File: src/rtl/sonar_uc.sv
// Sonar sweep control unit: Moore FSM that sequences servo zeroing, measurement, 8-char serial frame, interval wait and servo step.
// Outputs are decoded from the state register (no combinational path from inputs); a watchdog abandons measurements whose echo never arrives.
module sonar_uc #(
  parameter int TIMEOUT_CICLOS = 3_000_000,
  parameter int TIMEOUT_BITS   = 22
) (
  input  logic       clock,
  input  logic       reset,
  input  logic       ligar,
  input  logic       fim_distancia,
  input  logic       fim_transmissao,
  input  logic       fim_contador_serial,
  input  logic       fim_contador_intervalo,
  output logic       medir,
  output logic       transmitir,
  output logic       conta_updown,
  output logic       reset_updown,
  output logic       conta_serial,
  output logic       conta_intervalo,
  output logic       pronto,
  output logic       falha,
  output logic [3:0] db_estado
);

  typedef enum logic [3:0] {
    INICIAL          = 4'd0,
    PREPARACAO       = 4'd1,
    MEDIDA           = 4'd2,
    ESPERA_MEDIDA    = 4'd3,
    TRANSMISSAO      = 4'd4,
    ESPERA_TX        = 4'd5,
    PROXIMO_CHAR     = 4'd6,
    ULTIMO_CHAR      = 4'd7,
    ERRO_MEDIDA      = 4'd8,
    ESPERA_INTERVALO = 4'd9,
    PROXIMA_POSICAO  = 4'd10
  } estado_t;

  localparam logic [TIMEOUT_BITS-1:0] WD_MAX = TIMEOUT_BITS'(TIMEOUT_CICLOS - 1);

  estado_t                 estado;
  estado_t                 proximo;
  logic [TIMEOUT_BITS-1:0] watchdog;
  logic                    wd_expirou;

  assign wd_expirou = (watchdog == WD_MAX);

  always_ff @(posedge clock or negedge reset) begin
    if (!reset) begin
      estado <= INICIAL;
    end else begin
      estado <= proximo;
    end
  end

  // Watchdog only advances while waiting for the echo and holds at its terminal value.
  always_ff @(posedge clock or negedge reset) begin
    if (!reset) begin
      watchdog <= '0;
      falha    <= 1'b0;
    end else begin
      if (estado == MEDIDA) begin
        watchdog <= '0;
      end else if (estado == ESPERA_MEDIDA && !wd_expirou) begin
        watchdog <= watchdog + 1'b1;
      end

      if (estado == PREPARACAO) begin
        falha <= 1'b0;
      end else if (estado == ERRO_MEDIDA) begin
        falha <= 1'b1;
      end
    end
  end

  always_comb begin
    proximo         = estado;
    medir           = 1'b0;
    transmitir      = 1'b0;
    conta_updown    = 1'b0;
    reset_updown    = 1'b0;
    conta_serial    = 1'b0;
    conta_intervalo = 1'b0;
    pronto          = 1'b0;

    case (estado)
      INICIAL: begin
        if (ligar) proximo = PREPARACAO;
      end
      PREPARACAO: begin
        reset_updown = 1'b1;
        proximo      = MEDIDA;
      end
      MEDIDA: begin
        medir   = 1'b1;
        proximo = ESPERA_MEDIDA;
      end
      ESPERA_MEDIDA: begin
        // A real echo takes priority over a watchdog expiry in the same cycle.
        if (fim_distancia)   proximo = TRANSMISSAO;
        else if (wd_expirou) proximo = ERRO_MEDIDA;
      end
      TRANSMISSAO: begin
        transmitir = 1'b1;
        proximo    = ESPERA_TX;
      end
      ESPERA_TX: begin
        if (fim_transmissao) begin
          proximo = fim_contador_serial ? ULTIMO_CHAR : PROXIMO_CHAR;
        end
      end
      PROXIMO_CHAR: begin
        conta_serial = 1'b1;
        proximo      = TRANSMISSAO;
      end
      ULTIMO_CHAR: begin
        conta_serial = 1'b1;
        pronto       = 1'b1;
        proximo      = ESPERA_INTERVALO;
      end
      ERRO_MEDIDA: begin
        proximo = ESPERA_INTERVALO;
      end
      ESPERA_INTERVALO: begin
        conta_intervalo = 1'b1;
        if (fim_contador_intervalo) proximo = PROXIMA_POSICAO;
      end
      PROXIMA_POSICAO: begin
        conta_updown = 1'b1;
        proximo      = ligar ? MEDIDA : INICIAL;
      end
      default: begin
        proximo = INICIAL;
      end
    endcase
  end

  assign db_estado = estado;

endmodule

File: config.mk
export PLATFORM = sky130hd
export DESIGN_NAME = sonar_uc
export DESIGN_NICKNAME = d
export VERILOG_FILES = /design/src/rtl/sonar_uc.sv
export SDC_FILE = /design/constraint.sdc
export NUM_CORES = 1
export LEC_CHECK = 0
export CORE_AREA = 2 2 55 57
export CTS_CLUSTER_SIZE = 12
export DETAILED_ROUTE_END_ITERATION = 16
export DIE_AREA = 0 0 57 59
export PLACE_DENSITY = 0.91
export SLEW_MARGIN = 10
export SYNTH_ARGS = -nofsm -noshare
export SYNTH_HDL_FRONTEND = slang
export SYNTH_SLANG_ARGS = --single-unit
File: constraint.sdc
create_clock -name clock -period 2.93 [get_ports clock]
set_input_delay 0.879 -clock clock [delete_from_list [all_inputs] [get_ports clock]]
set_output_delay 0.879 -clock clock [all_outputs]
set_load 0.1 [all_outputs]
==> results.md, run 1 <==
- Status: completed
- Placed cell areas: between 1500 and 2000 um^2
- Bufs and invs on worst path: 2
- RSZ-0062 raised after global routing: false
- Post-synth EDFFs: 0
- Combined global-route utilization of all metal layers: between 20% and 30%
- Min Tclk post-route: 2.70 ns
- Total leakage power: 0.810 nW
- CTS Buf Count: 3
- # DRC: 0
- DR vias: between 1500 and 2000
- Pin count of the biggest net entering global routing: 28
- Crit path arrival time: roughly 1.8 ns
- CTS root buf: clkbuf_4
- Ranking of synthesized cells by area: dfrtp_1 (42%), nand2_1 (4.9%), nor2_1 (4.2%)
- Clock Sinks: 27
- WL final: 3.78 mm
- Final setup violating endpoints: 0
- Fin crit share: between 90% and 100%
- DRT Pass-1 Iters: 6
- Vias in the first global route: ~1500
- Area fraction of the dominant cell type after synthesis: 42.4%
- Met3 Usage GRT: under 10%
- Switching share of power: between 50% and 60%
- Global route hottest layer: met2
- Global routing met2 resource utilization: 42.2%
- Synth warn: 0
- Non-Filler Instances: around 230
- Cells after DPL: 229
- Post-Synthesis Cells: approximately 190
- Antenna violations before repair: 0
- Hold path depth: 1
- Core Rows: 19
- Yosys top cell by area: dfrtp_1
- Final Hold Fails: 0
- Worst Setup End Kind: output port
- Flops & latches, synth: 27
- DP HPWL: roughly 2.8 mm
- Final worst clock skew: 0.00560 ns
- Drt wl/cell: about 16 um
- Post-layout net count: approximately 210
- Power share of the combinational group: between 60% and 70%
- Setup Buffers After CTS: 0
- Clk_lat worst skew: between 0.3 and 0.4 ns
- CP max-delay cell: dfrtp_4
- P_int: slightly below 0.8 mW
- Avg Cell Area, Syn: between 8 and 9 um^2
- Ant diodes: 0
- Grt total ovfl: 0
- Hold Crit Start: watchdog[2]$_DFFE_PN0P_
- FF-to-FF path depth: 6
- Post-route setup slack: around 0.23 ns
- Sequential share of the synthesized area: 42.4%
- Clk network pwr share: approximately 9%
- Commonest cells post-synth: dfrtp_1 (27), nand2_1 (21), nor2_1 (18)
- GR Layer Usage met1: between 20% and 30%
- Design area: roughly 1900 um^2
- Most used DFF post-synth: dfrtp_1
- WP data required: 2.05 ns
- Syn nets: just under 200
- Area growth syn-to-layout: 18.5%
- Setup TNS Final: 0 ns
- Max Cap Viol: 0
- Die footprint: ~3400 um^2
- Clk slew on worst S/H paths: 0.14 ns
- Initial DRC count: 57
- Sw Pwr: ~1.0 mW
- Final ANT Viol Nets: 0
- Dpl ws: between 0.4 and 0.5 ns
- Total number of H-tree levels: 1
- Post-Syn Area: 1600 um^2
- Crit path largest cell delay: ~0.57 ns
- Synth async-reset ratio: between 90% and 100%
- Top-count cell post-synth: dfrtp_1
- Max Freq: around 370 MHz
- Die Width: around 57 um
- DIE HEIGHT: slightly below 60 um
- First-pass GRT wire length: roughly 6.4 mm
- Design Power: between 1.5 and 2 mW
- Hold EP: watchdog[2]$_DFFE_PN0P_
- Max VDD drop: between 1 and 1.5 mV
- P per Cell Area: roughly 950 nW/um^2
- Via-per-instance ratio: around 6.6
- Sequential share of power: ~30%
- Crit path launch type: flip-flop
- Crit-path leading delay family: simple AND/OR/NAND/NOR gates
- CTS tree: built
- CP Depth: 4
- Initial core utilization: ~59%
- Gp weighted congestion: 0.890
- I/O pins: 19
- Hold Path Class: flip-flop to flip-flop
- Setup slack, reg-to-reg: between 0.4 and 0.5 ns
- CP Max Fanout: 12
- CTS Buffer Depth: 2
- Slew headroom: 54.3%
- Port buffer count: 18
- Slew Viols, Final: 0
- RR Endpoint: db_estado[0]$_DFFE_PN0P_
- Worst r2r src: watchdog[0]$_DFFE_PN0P_
- Crit Path Class: flip-flop to output port
- Netlist cell types: 39
- Worst Tran Pin Value: 0.680 ns
- Share of cells above drive strength 1: ~15%
- Crit-path cells: nand2b_1 > or3_4 > inv_2 > buf_12
- Core Area: approximately 2700 um^2
## worst max path at each step
stage,startpoint,to
4_1_cts,db_estado[0]$_DFFE_PN0P_,medir
3_3_place_gp,db_estado[0]$_DFFE_PN0P_,medir
6_report,db_estado[0]$_DFFE_PN0P_,medir
3_5_place_dp,db_estado[0]$_DFFE_PN0P_,medir
5_1_grt,db_estado[0]$_DFFE_PN0P_,medir
2_1_floorplan,db_estado[3]$_DFFE_PN0P_,conta_intervalo
## flip-flops by register name, indices dropped and copies added, names as in the netlist
name       cells
watchdog      22
falha          1
db_estado      4
## area by class of cell
cell class,count,area [um^2]
flip-flops and latches,27,682
multi-input cells,145,893
fillers,210,820
repair buffers,20,228
inverters,6,22.5
well taps,31,38.8
clock buffers,4,26.3
## kinds of logic after synthesis
family                     share of synthesized area [%]
AOI/OAI and AO/OA                                   14.4
xor gates and xnor gates                            2.74
adders and majority gates                           1.41
buffers and inverters                               4.63
DFF                                                 42.4
muxes                                               3.14
and+or+nand+nor                                     31.4
## metrics by stage
stage,hold WS (ns),utilization (%)
floorplan,0.458,-
global placement,0.492,68.6
detailed placement,0.496,68.6
CTS,0.517,69.6
global route,0.547,69.8
finish,0.521,69.8
## per-layer routing
| metal | share of wire (%) | up-vias | routed length (um) |
|---|---|---|---|
| met5 | 0 | - | 0 |
| met4 | 3.8 | 0 | 143 |
| met3 | 6.7 | 20 | 254 |
| met2 | 50 | 78 | 1910 |
| met1 | 39 | 727 | 1480 |
| li1 | - | 704 | - |
## layout by cell type (no fill, tap or decap), types with 6 or more instances in the layout
master,Yosys,routed
buf_4,0,9
and3_1,9,9
clkdlybuf4s50_1,0,6
nand2b_1,8,8
a21oi_1,12,12
nand2_1,21,21
dfrtp_1,27,24
nand3_1,10,10
o31ai_1,6,6
nor2_1,18,14
o21ai_1,6,6
## power by group through the flow
stage	clock network, mW	logic [mW]	registers (mW)
6_report	0.161	1.09	0.542
5_1_grt	0.174	1.15	0.552
4_1_cts	0.163	1.08	0.540
3_5_place_dp	0	1.08	0.546
3_3_place_gp	0	1.05	0.539
2_1_floorplan	0	0.658	0.701
## repair_timing
| action | 4_1_cts | 5_1_grt |
|---|---|---|
| setup endpoints to repair | 0 | 1 |
| endpoints found under the hold margin | 0 | 0 |
| hold buffers | 0 | 0 |
| gates resized for setup | 0 | 1 |
(Power assumes the default switching activity.)
==> run 2: changes to the inputs <==
--- a/config.mk
+++ b/config.mk
@@ -5,11 +5,12 @@
 export SDC_FILE = /design/constraint.sdc
 export NUM_CORES = 1
 export LEC_CHECK = 0
-export CORE_AREA = 2 2 55 57
+export CORE_AREA = 2 2 54 56
+export CTS_BUF_LIST = sky130_fd_sc_hd__clkbuf_2
 export CTS_CLUSTER_SIZE = 12
 export DETAILED_ROUTE_END_ITERATION = 16
-export DIE_AREA = 0 0 57 59
-export PLACE_DENSITY = 0.91
+export DIE_AREA = 0 0 56 58
+export PLACE_DENSITY = 0.94
 export SLEW_MARGIN = 10
 export SYNTH_ARGS = -nofsm -noshare
 export SYNTH_HDL_FRONTEND = slang
==> run 2 against run 1 <==
Clock skew is 0.0038 ns higher. Worst setup slack worse by 0.039 ns. Clock power is 3% lower. Total power is 0.27% higher. Via count is 1.2% lower. Register-to-register slack worse by 0.02 ns. Routed wire length is 7.0% higher. Largest cell class unchanged.
==> results.md, run 2 (synthesized netlist as in run 1, its figures left out) <==
- Clk_lat worst skew: 0.39 ns (+0.06 ns)
- Final worst clock skew: 0.00938 ns (+0.00378 ns)
- Worst r2r src: watchdog[0]$_DFFE_PN0P_
- Antenna violations before repair: 0 (unchanged)
- WHS: 0.539 ns (+0.0173 ns)
- Clock Sinks: 27 (unchanged)
- Hold Crit Start: watchdog[2]$_DFFE_PN0P_
- Hold path depth: 1 (unchanged)
- CTS Buffer Depth: 2 (unchanged)
- Final setup violating endpoints: 0 (unchanged)
- Total number of H-tree levels: 1 (unchanged)
- Area growth syn-to-layout: 18.3%
- Crit path largest cell delay: 0.61 ns (+0.04 ns)
- Pin count of the biggest net entering global routing: 28 (unchanged)
- Core Area: 2660 um^2 (-1.8%)
- Die Width: 56 um (-1.8%)
- Crit path arrival time: 1.86 ns (+0.04 ns)
- Setup Buffers After CTS: 0 (unchanged)
- Switching share of power: 57.2% (+1.2 points)
- Core Rows: 19 (unchanged)
- Clk network pwr share: 8.7% (-0.3 points)
- First-pass GRT wire length: 6.60 mm (+3.5%)
- Crit path from: db_estado[0]$_DFFE_PN0P_
- Most frequent cells in the layout: dfrtp_1 (24), nand2_1 (21), nor2_1 (14), a21oi_1 (12)
- Status: completed
- Via-per-instance ratio: 6.45 (-1.7%)
- CP Max Fanout: 12 (unchanged)
- Design Power: 1.80 mW (+0.27%)
- Worst Setup End Kind: output port
- Crit Path Class: flip-flop to output port
- P per Cell Area: 953 nW/um^2 (+0.47%)
- Grt total ovfl: 0 (unchanged)
- Drt wl/cell: 17.3 um (+6.6%)
- Cells after DPL: 230 (+0.44%)
- Clk slew on worst S/H paths: 0.28 ns (+0.14 ns)
- Ant diodes: 0 (unchanged)
- Filler cells: 195 (-7.1%)
- GR Layer Usage met1: 31.6% (+4.0 points)
- Cells resized by post-CTS repair: 0 (unchanged)
- Max Freq: 365 MHz (-1.4%)
- Final ANT Viol Nets: 0 (unchanged)
- Non-Filler Instances: 234 (+0.43%)
- DIE HEIGHT: 58 um (-1.7%)
- DP HPWL: 2.89 mm (+2.6%)
- Post-route setup slack: 0.189 ns (-0.0387 ns)
- CP max-delay cell: dfrtp_4
- Die footprint: 3250 um^2 (-3.4%)
- Most flop-heavy register: watchdog
- Combined global-route utilization of all metal layers: 25.9% (+2.0 points)
- Crit-path cells: nand2b_1 > or3_1 > inv_2 > buf_12
- Initial DRC count: 82 (+44%)
- Setup TNS Final: 0 ns (unchanged)
- Post-layout net count: 212 (+0.47%)
- Fin crit share: 93.5% (+1.3 points)
- Dpl ws: 0.490 ns (+0.00725 ns)
- Global routing met2 resource utilization: 45.0% (+2.8 points)
- # DRC: 0 (unchanged)
- Share of cells above drive strength 1: 15.3% (+0.42 points)
- Max VDD drop: 1.05 mV (+2.1%)
- Total leakage power: 0.814 nW (+0.49%)
- Slew Viols, Final: 0 (unchanged)
- Max Cap Viol: 0 (unchanged)
- DRT Pass-1 Iters: 4 (-2)
- FF-to-FF path depth: 6 (unchanged)
- P_int: 0.769 mW (-2.4%)
- CTS root buf: clkbuf_2
- I/O pins: 19 (unchanged)
- CTS tree: built
- DR vias: 1510 (-1.2%)
- Max reg flops: 22 (unchanged)
- Vias in the first global route: 1481 (-0.13%)
- Sequential share of power: 30.2% (about the same)
- Slew headroom: 58.6% (+4.4 points)
- Initial core utilization: 59.9% (+1.1 points)
- RSZ-0062 raised after global routing: false
- CTS Buf Count: 3 (unchanged)
- Gp weighted congestion: 0.823 (-7.6%)
- Global route hottest layer: met2
- Crit path launch type: flip-flop
- Final Hold Fails: 0 (unchanged)
- Port buffer count: 18 (unchanged)
- Post-CTS Hold Fix Bufs: 0 (unchanged)
- WL final: 4.05 mm (+7.0%)
- Sw Pwr: 1.03 mW (+2.4%)
- WP data required: 2.05 ns (about the same)
- Hold Path Class: flip-flop to flip-flop
- Power share of the combinational group: 61.1% (+0.3 points)
- Met3 Usage GRT: 3.79% (-0.14 points)
- Worst Tran Pin Value: 0.621 ns (-0.0591 ns)
- Commonest non-fill, non-tap cell in the layout: dfrtp_1
- Min Tclk post-route: 2.74 ns (+0.0387 ns)
[run 2: layer usage]
metal	vias to the layer above	part of all wire (%)
met5	-	0
met4	0	1.8
met3	6	5.0
met2	57	51
met1	743	42
li1	704	-
[run 2: layout make-up]
cell class,instances,area [um^2],area share [%]
Clock buffer,3,15.0,0.796
Clock inverter,1,5.00,0.265
Inverter,6,22.5,1.19
Multi-Input combinational cell,145,888,47.1
Sequential cell,27,682,36.1
Tap cell,31,38.8,2.06
Timing Repair Buffer,21,235,12.5
[run 2: metrics by stage]
stage | cell area (um^2) | util, %
CTS | 1890 | 70.9
finish | 1890 | 70.9
global route | 1890 | 70.9
floorplan | 1650 | -
global placement | 1870 | 70.1
detailed placement | 1870 | 70.1
[run 2: final timing paths]
check	end	slack [ns]
max	medir	0.19
min	watchdog[2]$_DFFE_PN0P_	0.54
max reg2reg	db_estado[0]$_DFFE_PN0P_	0.43
min reg2reg	watchdog[2]$_DFFE_PN0P_	0.54
max in group asynchronous	db_estado[0]$_DFFE_PN0P_	1.85
min in group asynchronous	watchdog[7]$_DFFE_PN0P_	0.80
[run 2: power groups by stage]
stage / Sequential [mW] / Clock, mW / Combinational (mW)
after floorplan: 0.701 / 0 / 0.658
after global routing: 0.550 / 0.166 / 1.15
after CTS: 0.540 / 0.146 / 1.10
after detailed placement: 0.545 / 0 / 1.09
final: 0.544 / 0.156 / 1.10
after global placement: 0.538 / 0 / 1.05
[run 2: worst max-delay path: cells and delay by family, from the launching register on]
kind                   cells  cell delay, ns
flip-flops                 1            0.61
AND/OR/NAND/NOR            2            0.58
buffers and inverters      2            0.27
